**config.mk**
```make
export PLATFORM = sky130hd
export DESIGN_NAME = prbs_checker_lfsr_predict
export DESIGN_NICKNAME = d
export VERILOG_FILES = /design/src/rtl/prbs_checker_lfsr_predict.sv
export SDC_FILE = /design/constraint.sdc
export NUM_CORES = 1
export LEC_CHECK = 0
export ABC_AREA = 1
export CAP_MARGIN = 15
export CORE_AREA = 2 2 39 41
export DETAILED_ROUTE_END_ITERATION = 16
export DIE_AREA = 0 0 41 43
export GPL_ROUTABILITY_DRIVEN = 0
export GPL_TIMING_DRIVEN = 1
export SYNTH_ARGS = -nofsm -noshare
export SYNTH_HDL_FRONTEND = slang
export SYNTH_SLANG_ARGS = --single-unit
```
**constraint.sdc**
```tcl
create_clock -name vclk -period 0.8
set_input_delay 0.16 -clock vclk [all_inputs]
set_output_delay 0.16 -clock vclk [all_outputs]
set_load 0.05 [all_outputs]
```
**src/rtl/prbs_checker_lfsr_predict.sv**
```systemverilog
// Next-bit prediction of a Fibonacci LFSR; shared with the generator stage.
module prbs_checker_lfsr_predict #(
    parameter int unsigned WIDTH = 8
) (
    input  logic [WIDTH-1:0] s,
    input  logic [WIDTH-1:0] taps,
    output logic             pred_c
);
    assign pred_c = ^(s & taps);
endmodule

```
==> flow_metrics.py, run 1 <==
metrics = {
    "drt": {
        "wl_met1_um": 210,
        "vias_per_cell": 3.989,
        "vias": 351,
        "ant_nets": 0,
        "routedWlPerCell_um": 6.170,
        "first_iter_violations": 0,
        "met3_length_um": 45,
        "drtPass1Iterations": 1,
        "met2_length_um": 287,
        "wirelength_um": 543,
        "drc": 0,
        "top_layer": "met3",
    },
    "sta": {
        "setup_slack_ps": -233.9,
        "finalSetupTns_ps": -233.9,
        "final-setup-viol-count": 1,
        "fmax_mhz": 967.2,
        "drv_slew": 0,
        "fin_crit_sh_pct": 129.2,
        "slew_headroom_pct": 95.21,
        "hold_viol": 0,
        "rsz0062_at_grt": "yes",
        "worst_pin_slew_ps": 71.74,
        "finalCriticalPeriod_ps": 1034,
    },
    "worst_setup_path": {
        "arrival_ps": 870,
        "cp-start-kind": "primary input",
        "cp-end-kind": "output pin",
        "worst_path_max_delay_cell": "buf_12",
        "critPathKind": "primary input to output pin",
        "cpMostUsedCell": "nand2_2",
        "worstPathRequired_ps": 640,
        "critPathMaxFanout": 3,
        "crit_chain": "buf_6 -> nand2_4 -> inv_2 -> nand2_2 -> nand2_2 -> nand2_1 -> nand2_1 -> nand2_2 -> nand2_4 -> buf_12",
        "cp_slowest_stage_delay_ps": 140,
    },
    "placed_design": {
        "dp_cells": 88,
        "portBuffers": 17,
        "post-place-ws_ps": -713.8,
        "dpl.hpwl_um": 485.2,
    },
    "yosys": {
        "syn-instance-count": 55,
        "syn_nets": 71,
        "yosysSeqAreaShare_pct": 0,
        "syn_area_um2": 226.5,
        "syn_avg_cell_area_um2": 4.118,
        "synthDistinctLibCells": 3,
        "ys_warn_count": 0,
    },
    "pwr": {
        "p_int_uw": 171.0,
        "power.net_switching_uw": 160.6,
        "leakage_uw": 0.0003247,
        "p_sw_share_pct": 48.42,
        "pwr-share-comb_pct": 100.0,
        "clockPowerShare_pct": 0,
        "peakVddDrop_mv": 0.1962,
        "power_uw": 331.6,
        "p_seq_share_pct": 0,
        "power.density_nw_per_um2": 625.0,
    },
    "die": {
        "die-width_um": 41,
        "coreArea_um2": 1384,
        "die_height_um": 43,
        "start_util_pct": 16.37,
        "die_area_um2": 1763,
        "pin_count": 17,
        "num_rows": 14,
    },
    "layout": {
        "multi_input_area_um2": 277.8,
        "fillCellCount": 147,
        "n_clock_buffer": 0,
        "antenna_cells": 0,
        "regArea_um2": 0,
        "area_growth_pct": 134.3,
        "final_common_cell": "nand2_1",
        "final_cells": 88,
        "nNetsFinal": 90,
        "drive_gt1_share_pct": 61.11,
        "nFlopsAndLatches": 0,
        "final_cell_mix": "nand2_1 (28), buf_6 (16), nand2_2 (10)",
    },
    "min_path": {
        "hold_depth": 9,
        "min_path_type": "primary input to output pin",
    },
    "outcome": {
        "violations": "setup timing",
        "outcome": "complete, but fails checks",
    },
    "global_route": {
        "track_usage_pct": 6.593,
        "antenna_found_initial": 0,
        "grt_max_degree": 4,
        "grt.overflow.total": 0,
        "grt_pass1_vias": 277,
        "grt_pass1_wl_um": 897,
    },
    "flow_run": {
        "max-cap-violations": 0,
    },
    "clocking": {
        "ctsHoldBuffers": 0,
    },
}
## power by group through the flow
| stage | registers [µW] | clock network [µW] | logic, µW |
|---|---|---|---|
| after global placement | 0 | 0 | 310 |
| after floorplan | 0 | 0 | 160 |
| final | 0 | 0 | 332 |
| after CTS | 0 | 0 | 323 |
| after global routing | 0 | 0 | 361 |
| after detailed placement | 0 | 0 | 314 |
## Yosys cell counts
master | number | area, µm²
inv_2 | 8 | 30.03
nand2_1 | 39 | 146.4
nand2_2 | 8 | 50.05
## worst max-delay path, delay by kind of cell
| kind | cells | cell delay [ps] |
|---|---|---|
| buffers and inverters | 3 | 270 |
| AND/OR/NAND/NOR | 7 | 430 |
## per-stage QoR
step	hold slack, ps	area [µm²]	util (%)
after floorplan	722.3	290.3	-
after global placement	1318	490.5	35.44
after detailed placement	1324	490.5	35.44
after CTS	922.1	506.7	36.62
after global routing	969.6	530.5	38.34
final	907.0	530.5	38.34
## path summary, 6_finish.rpt
path | start | end | slack (ps)
setup / recovery | s[1] | pred_c | -230
hold / removal | taps[1] | pred_c | 910
## logic make-up after synthesis
kind of cell | after synthesis | share of synthesized area, %
AND/OR/NAND/NOR | 47 | 86.74
buffers and inverters | 8 | 13.26
## what timing repair did
action	CTS	global route
pin swaps	23	13
gates resized for setup	82	8
setup endpoints to repair	1	1
buffers inserted	0	0
## metal layers
| layer | track usage [%] | up-vias |
|---|---|---|
| met5 | 0 | - |
| met2 | 13.44 | 10 |
| met3 | 0 | 0 |
| met1 | 7.278 | 148 |
| met4 | 0 | 0 |
| li1 | - | 193 |
## final cells by class
type / instances / share of cell area (%)
inverters: 8 / 6.132
well taps: 16 / 3.774
repair buffers: 17 / 37.74
multi-input cells: 47 / 52.36
(Power assumes the default switching activity.)
==> inputs of run 2 (changes only) <==
RECOVER_POWER = 100   (was default)
==> results of run 2 <==
Final layout, timing and power as in run 1 (identical DEF).
